File: config.mk
export PLATFORM = sky130hd
export DESIGN_NAME = regfile_wb_scheduler_flat
export DESIGN_NICKNAME = d
export VERILOG_FILES = /design/src/rtl/regfile_ctrl_pkg.sv /design/src/rtl/regfile_wb_scheduler_if.sv /design/src/rtl/rr_arbiter.sv /design/src/rtl/regfile_wb_scheduler.sv /design/src/flat_wrapper.sv
export SDC_FILE = /design/constraint.sdc
export NUM_CORES = 1
export LEC_CHECK = 0
export CAP_MARGIN = 30
export CORE_MARGIN = 1
export CORE_UTILIZATION = 50
export CTS_BUF_LIST = sky130_fd_sc_hd__clkbuf_2
export CTS_CLUSTER_SIZE = 12
export DETAILED_ROUTE_END_ITERATION = 10
export HOLD_SLACK_MARGIN = 0.02
export PLACE_DENSITY = 0.88
export SYNTH_ARGS = -nofsm -noshare
export SYNTH_HDL_FRONTEND = slang
export SYNTH_HIERARCHICAL = 1
export SYNTH_SLANG_ARGS = --single-unit
File: constraint.sdc
create_clock -name i_clk -period 3.2 [get_ports i_clk]
set_input_delay 0.32 -clock i_clk [delete_from_list [all_inputs] [get_ports i_clk]]
set_output_delay 0.32 -clock i_clk [all_outputs]
set_load 0.1 [all_outputs]
File: src/rtl/regfile_ctrl_pkg.sv
// Shared constants and payload types for the register-file writeback path.
package regfile_ctrl_pkg;

    localparam int unsigned XLEN = 32;
    localparam int unsigned AW   = 5;
    localparam int unsigned NREG = 2 ** AW;

    typedef logic [AW-1:0]   reg_addr_t;
    typedef logic [XLEN-1:0] xdata_t;

    typedef struct packed {
        reg_addr_t addr;
        xdata_t    data;
    } wb_req_t;

endpackage

File: src/rtl/regfile_wb_scheduler_if.sv
// Decode, writeback-request and register-file write signals of the writeback scheduler.
interface regfile_wb_scheduler_if #(
    parameter int unsigned NREQ = 2
);
    import regfile_ctrl_pkg::*;

    logic                 i_issue_valid;
    reg_addr_t            i_issue_rd;
    logic                 o_issue_ready;
    reg_addr_t            i_rs1_addr;
    reg_addr_t            i_rs2_addr;
    logic                 o_raw_stall;
    logic [NREQ-1:0]      i_req_valid;
    logic [NREQ*AW-1:0]   i_req_addr;
    logic [NREQ*XLEN-1:0] i_req_data;
    logic [NREQ-1:0]      o_req_ready;
    logic                 o_rd_wren;
    reg_addr_t            o_rd_addr;
    xdata_t               o_rd_data;

    modport slave (
        input  i_issue_valid, i_issue_rd, i_rs1_addr, i_rs2_addr,
        input  i_req_valid, i_req_addr, i_req_data,
        output o_issue_ready, o_raw_stall, o_req_ready,
        output o_rd_wren, o_rd_addr, o_rd_data
    );

    modport master (
        output i_issue_valid, i_issue_rd, i_rs1_addr, i_rs2_addr,
        output i_req_valid, i_req_addr, i_req_data,
        input  o_issue_ready, o_raw_stall, o_req_ready,
        input  o_rd_wren, o_rd_addr, o_rd_data
    );

endinterface

File: src/rtl/rr_arbiter.sv
// Round-robin arbiter: one-hot grant, search starts just after the last granted requester.
module rr_arbiter #(
    parameter int unsigned N = 2
) (
    input  logic         i_clk,
    input  logic         i_rst,
    input  logic [N-1:0] i_req,
    input  logic         i_advance,
    output logic [N-1:0] o_grant
);

    localparam int unsigned IW = (N > 1) ? $clog2(N) : 1;

    logic [IW-1:0] ptr_q, ptr_d;
    logic [IW-1:0] gidx;
    logic [IW:0]   idx;
    logic          found;

    // Rotating priority search from ptr_q; grant suppressed while in reset.
    always_comb begin
        o_grant = '0;
        gidx    = ptr_q;
        found   = 1'b0;
        idx     = '0;
        for (int unsigned i = 0; i < N; i++) begin
            idx = {1'b0, ptr_q} + (IW+1)'(i);
            if (idx >= (IW+1)'(N)) begin
                idx = idx - (IW+1)'(N);
            end
            if (!found && i_req[idx[IW-1:0]]) begin
                found = 1'b1;
                gidx  = idx[IW-1:0];
            end
        end
        if (found && !i_rst) begin
            o_grant[gidx] = 1'b1;
        end
    end

    always_comb begin
        ptr_d = ptr_q;
        if (i_advance && found) begin
            ptr_d = (gidx == IW'(N - 1)) ? '0 : gidx + IW'(1);
        end
    end

    always_ff @(posedge i_clk) begin
        if (i_rst) begin
            ptr_q <= '0;
        end else begin
            ptr_q <= ptr_d;
        end
    end

endmodule

File: src/rtl/regfile_wb_scheduler.sv
// Arbitrates writeback requesters onto the single register-file write port and tracks
// outstanding destination registers so decode can stall on RAW/WAW hazards.
module regfile_wb_scheduler
    import regfile_ctrl_pkg::*;
#(
    parameter int unsigned NREQ = 2
) (
    input  logic                   i_clk,
    input  logic                   i_rst,
    regfile_wb_scheduler_if.slave  bus
);

    wb_req_t          req [NREQ];
    wb_req_t          sel;
    logic [NREQ-1:0]  grant;
    logic             hs;

    logic             rd_wren_q, rd_wren_d;
    reg_addr_t        rd_addr_q, rd_addr_d;
    xdata_t           rd_data_q, rd_data_d;

    logic [NREG-1:1]  pending_q, pending_d;
    logic [NREG-1:0]  pend_full;
    logic             issue_fire;

    always_comb begin
        for (int unsigned k = 0; k < NREQ; k++) begin
            req[k].addr = bus.i_req_addr[k*AW +: AW];
            req[k].data = bus.i_req_data[k*XLEN +: XLEN];
        end
    end

    rr_arbiter #(.N(NREQ)) u_arb (
        .i_clk     (i_clk),
        .i_rst     (i_rst),
        .i_req     (bus.i_req_valid),
        .i_advance (hs),
        .o_grant   (grant)
    );

    assign bus.o_req_ready = grant;
    assign hs              = |(bus.i_req_valid & grant);

    // Grant is one-hot, so a priority select is equivalent to an OR mux.
    always_comb begin
        sel = '0;
        for (int unsigned k = 0; k < NREQ; k++) begin
            if (grant[k]) begin
                sel = req[k];
            end
        end
    end

    // Address 0 is consumed but never written.
    always_comb begin
        rd_wren_d = hs && (sel.addr != '0);
        rd_addr_d = rd_addr_q;
        rd_data_d = rd_data_q;
        if (hs) begin
            rd_addr_d = sel.addr;
            rd_data_d = sel.data;
        end
    end

    always_ff @(posedge i_clk) begin
        if (i_rst) begin
            rd_wren_q <= 1'b0;
            rd_addr_q <= '0;
            rd_data_q <= '0;
        end else begin
            rd_wren_q <= rd_wren_d;
            rd_addr_q <= rd_addr_d;
            rd_data_q <= rd_data_d;
        end
    end

    assign bus.o_rd_wren = rd_wren_q;
    assign bus.o_rd_addr = rd_addr_q;
    assign bus.o_rd_data = rd_data_q;

    assign pend_full         = {pending_q, 1'b0};
    assign bus.o_issue_ready = !((bus.i_issue_rd != '0) && pend_full[bus.i_issue_rd]);
    assign bus.o_raw_stall   = ((bus.i_rs1_addr != '0) && pend_full[bus.i_rs1_addr]) ||
                               ((bus.i_rs2_addr != '0) && pend_full[bus.i_rs2_addr]);
    assign issue_fire        = bus.i_issue_valid && bus.o_issue_ready;

    // A new issue to r overrides a retiring write to the same r.
    always_comb begin
        pending_d = pending_q;
        for (int unsigned r = 1; r < NREG; r++) begin
            if (rd_wren_q && (rd_addr_q == AW'(r))) begin
                pending_d[r] = 1'b0;
            end
            if (issue_fire && (bus.i_issue_rd == AW'(r))) begin
                pending_d[r] = 1'b1;
            end
        end
    end

    always_ff @(posedge i_clk) begin
        if (i_rst) begin
            pending_q <= '0;
        end else begin
            pending_q <= pending_d;
        end
    end

endmodule
File: src/flat_wrapper.sv
// flat-port wrapper written by rule: the top's interface ports become plain ports
module regfile_wb_scheduler_flat import regfile_ctrl_pkg::*;
#(
    parameter int unsigned NREQ = 2
)
  (i_clk, i_rst, bus_i_issue_valid, bus_i_issue_rd, bus_i_rs1_addr, bus_i_rs2_addr, bus_i_req_valid, bus_i_req_addr, bus_i_req_data, bus_o_issue_ready, bus_o_raw_stall, bus_o_req_ready, bus_o_rd_wren, bus_o_rd_addr, bus_o_rd_data);
  regfile_wb_scheduler_if #(.NREQ(NREQ)) bus_i ();
  input  logic i_clk;
  input  logic i_rst;
  input wire logic [$bits(bus_i.i_issue_valid)-1:0] bus_i_issue_valid;
  input wire logic [$bits(bus_i.i_issue_rd)-1:0] bus_i_issue_rd;
  input wire logic [$bits(bus_i.i_rs1_addr)-1:0] bus_i_rs1_addr;
  input wire logic [$bits(bus_i.i_rs2_addr)-1:0] bus_i_rs2_addr;
  input wire logic [$bits(bus_i.i_req_valid)-1:0] bus_i_req_valid;
  input wire logic [$bits(bus_i.i_req_addr)-1:0] bus_i_req_addr;
  input wire logic [$bits(bus_i.i_req_data)-1:0] bus_i_req_data;
  output wire logic [$bits(bus_i.o_issue_ready)-1:0] bus_o_issue_ready;
  output wire logic [$bits(bus_i.o_raw_stall)-1:0] bus_o_raw_stall;
  output wire logic [$bits(bus_i.o_req_ready)-1:0] bus_o_req_ready;
  output wire logic [$bits(bus_i.o_rd_wren)-1:0] bus_o_rd_wren;
  output wire logic [$bits(bus_i.o_rd_addr)-1:0] bus_o_rd_addr;
  output wire logic [$bits(bus_i.o_rd_data)-1:0] bus_o_rd_data;
  assign bus_i.i_issue_valid = bus_i_issue_valid;
  assign bus_i.i_issue_rd = bus_i_issue_rd;
  assign bus_i.i_rs1_addr = bus_i_rs1_addr;
  assign bus_i.i_rs2_addr = bus_i_rs2_addr;
  assign bus_i.i_req_valid = bus_i_req_valid;
  assign bus_i.i_req_addr = bus_i_req_addr;
  assign bus_i.i_req_data = bus_i_req_data;
  assign bus_o_issue_ready = bus_i.o_issue_ready;
  assign bus_o_raw_stall = bus_i.o_raw_stall;
  assign bus_o_req_ready = bus_i.o_req_ready;
  assign bus_o_rd_wren = bus_i.o_rd_wren;
  assign bus_o_rd_addr = bus_i.o_rd_addr;
  assign bus_o_rd_data = bus_i.o_rd_data;
  regfile_wb_scheduler #(.NREQ(NREQ)) u_core (.i_clk(i_clk), .i_rst(i_rst), .bus(bus_i));
endmodule
==> summary.md <==
| Metric | Value |
|---|---|
| Initial Util | `between 50% and 60%` |
| Max-Cap Viols | `0` |
| Clock Latency Late Sink | `0.51 ns` |
| Slew margin rel. | `31.4%` |
| Syn_area_per_cell | `8.96 um2` |
| Total track usage | `29.1%` |
| First-pass GRT wire length | `between 15 and 20 mm` |
| CP delay by family, top | `buffers and inverters` |
| Minimum clock period | `2.91 ns` |
| Longest Clk Path Bufs | `2` |
| Clock skew | `0.0281 ns` |
| GP Congestion | `0.944` |
| Hold buffers post-CTS | `0` |
| Placed cell areas | `5220 um2` |
| Drt drc | `0` |
| Synth Cell Area | `roughly 3800 um2` |
| CP max-delay cell | `mux4_1` |
| Share of layout cells above drive strength 1 | `11.4%` |
| DR WL/cell | `17.4 um` |
| Leakage power | `approximately 1.8 nW` |
| Reg area | `1400 um2` |
| Postcts setup bufs | `0` |
| Vias in the first global route | `3693` |
| Mapped Cells | `around 420` |
| Die area | `7950 um2` |
| Diode count | `0` |
| Routed vias/inst | `6.14` |
| Netlist cell types | `42` |
| I/O Pins | `136` |
| Clock transition at path regs | `~0.21 ns` |
| Number of antenna violations at the first check in global routing | `0` |
| P&R area growth vs syn | `40.4%` |
| Die Ht | `around 89 um` |
| Syn. warnings | `6` |
| Root Driver | `clkbuf_2` |
| Total negative setup slack | `0 ns` |
| Crit-path cells | `clkdlybuf4s50_1, buf_4, mux4_1, nand3_1, o31a_1, a311oi_1, a21oi_1, buf_12` |
| Worst Setup End Kind | `output port` |
| CTS Buf Count | `9` |
| Crit Path Class | `in2out` |
| Main synth FF type | `dfxtp_1` |
| CTS tree | `done` |
| Buf+Inv Stages, Crit Path | `3` |
| CTS Sinks | `70` |
| GRT overflow | `0` |
| Fin. max-slew vios | `0` |
| Synth area leader | `dfxtp_1` |
| Status | `completed` |
| First DRT Iteration DRCs | `335` |
| Num rows | `31` |
| Pin count of the biggest net entering global routing | `47` |
| Reg2reg path depth | `5` |
| Final instance area | `5330 um2` |
| Post-synth net total | `~520` |
| Cts repair resizes | `0` |
| WL final | `11.2 mm` |
| Pwr/cell area | `about 400 nW/um2` |
| Crit path max fanout | `12` |
| 1st-pass router iterations | `6` |
| Area of the multi-input gates | `2230 um2` |
| Fin. Hold Viols | `0` |
| Max IR drop VDD | `between 0.0003 and 0.0004 V` |
| Required time worst endpoint | `2.88 ns` |
| Dpl hpwl | `8.50 mm` |
| Post-synthesis sequential area ratio | `between 30% and 40%` |
| Tcrit/Tclk final | `slightly above 90%` |
| RSZ-0062 raised after global routing | `false` |
| Share of the synthesized area in the top cell type | `36.9%` |
| Final nets | `around 630` |
| Number of fillers in the final layout | `roughly 550` |
| Final antenna-violating net count | `0` |
| Data arrival time at the worst-slack endpoint | `2.59 ns` |
| Vias | `3946` |
| # port buffers | `135` |
| Setup violators final | `0` |
| Cell depth of the worst setup path | `8` |
| Die W | `89.2 um` |
| Worst-margin pin slew | `1.03 ns` |
| Worst Hold Class | `in2reg` |
| Worst hold stages | `2` |
| Share of flip-flops with an asynchronous set or reset | `0%` |
| Fmax | `344 MHz` |
| Max stage delay on crit path | `0.61 ns` |
| Synth top area cells | `dfxtp_1 37%, mux4_2 11%, a211oi_1 7.5%` |
| CP startpoint kind | `primary input` |
| Number of flops mapped to enable cells by yosys | `0` |
| #FFs+latches synth | `70` |
| Core ar. | `roughly 7300 um2` |
| List of most frequent post-synthesis cells | `70 x dfxtp_1, 41 x nor2_1, 38 x a211oi_1` |
| H-Tree Depth | `3` |
| Most common cell in the netlist | `dfxtp_1` |
==> final cells by class <==
cell class | count | share of cell area (%)
Clock buffer | 9 | 0.844
Tap cell | 99 | 2.32
Sequential cell | 70 | 26.3
Inverter | 6 | 0.422
Multi-Input combinational cell | 308 | 41.7
Timing Repair Buffer | 144 | 27.0
Clock inverter | 7 | 1.38
==> through the flow <==
step | utilization (%) | setup WS (ns) | power (mW) | hold WS, ns | instances
2_1_floorplan | - | 0.112 | 1.40 | 0.382 | 424
3_3_place_gp | 71.5 | 0.397 | 1.64 | 0.486 | 627
4_1_cts | 73.1 | 0.320 | 2.15 | 0.194 | 643
6_report | 73.1 | 0.295 | 2.15 | 0.217 | 643
5_1_grt | 73.1 | 0.187 | 2.23 | 0.212 | 643
3_5_place_dp | 71.5 | 0.330 | 1.65 | 0.491 | 627
==> power breakdown <==
| group | internal, mW | switching [mW] |
|---|---|---|
| registers | 0.912 | 0.0344 |
| clock network | 0.183 | 0.327 |
| logic | 0.247 | 0.445 |
==> per-layer routing <==
layer / share of wire (%) / global-route usage (%) / vias up / routed length (um)
li1: - / - / 1860 / -
met1: 39 / 35.6 / 1829 / 4390
met2: 49 / 49.4 / 228 / 5500
met3: 9.7 / 6.74 / 29 / 1090
met4: 2.1 / 12.1 / 0 / 241
met5: 0 / 0 / - / 0
==> cells by family after synthesis <==
kind of cell    share of synthesized area, %
flops                                   36.9
compound gates                          27.0
mux                                     15.0
simple gates                            16.4
buf+inv                                 4.74
==> layout by cell type, fill, tap and decap left out, types with 6 or more instances in the layout <==
cell / instances
clkbuf_2: 9
a211oi_1: 37
nand3_1: 12
nand2b_1: 8
buf_4: 14
clkdlybuf4s50_1: 125
nor2b_1: 7
nor2_1: 41
a21oi_1: 24
nor3_1: 6
o311ai_0: 8
dfxtp_1: 70
mux4_2: 18
inv_1: 6
o21ai_0: 27
nand2_1: 35
a22oi_1: 37
==> sequential cells by signal, summed over array words and instances (netlist names) <==
name and flops:
u_core/u_arb/ptr_q 1, u_core/bus.o_rd_data 32, u_core/bus.o_rd_wren 1, u_core/pending_q 31, u_core/bus.o_rd_addr 5
==> worst paths after layout <==
path                                               from                  endpoint  slack [ns]
worst max-delay path                  bus_i_issue_rd[0]         bus_o_issue_ready        0.29
worst min-delay path                              i_rst  u_core/bus.o_rd_data[28]        0.22
worst max register to register       u_core/u_arb/ptr_q   u_core/bus.o_rd_data[4]        1.09
worst min register to register  u_core/bus.o_rd_data[2]   u_core/bus.o_rd_data[2]        0.51
(Power assumes the default switching activity.)
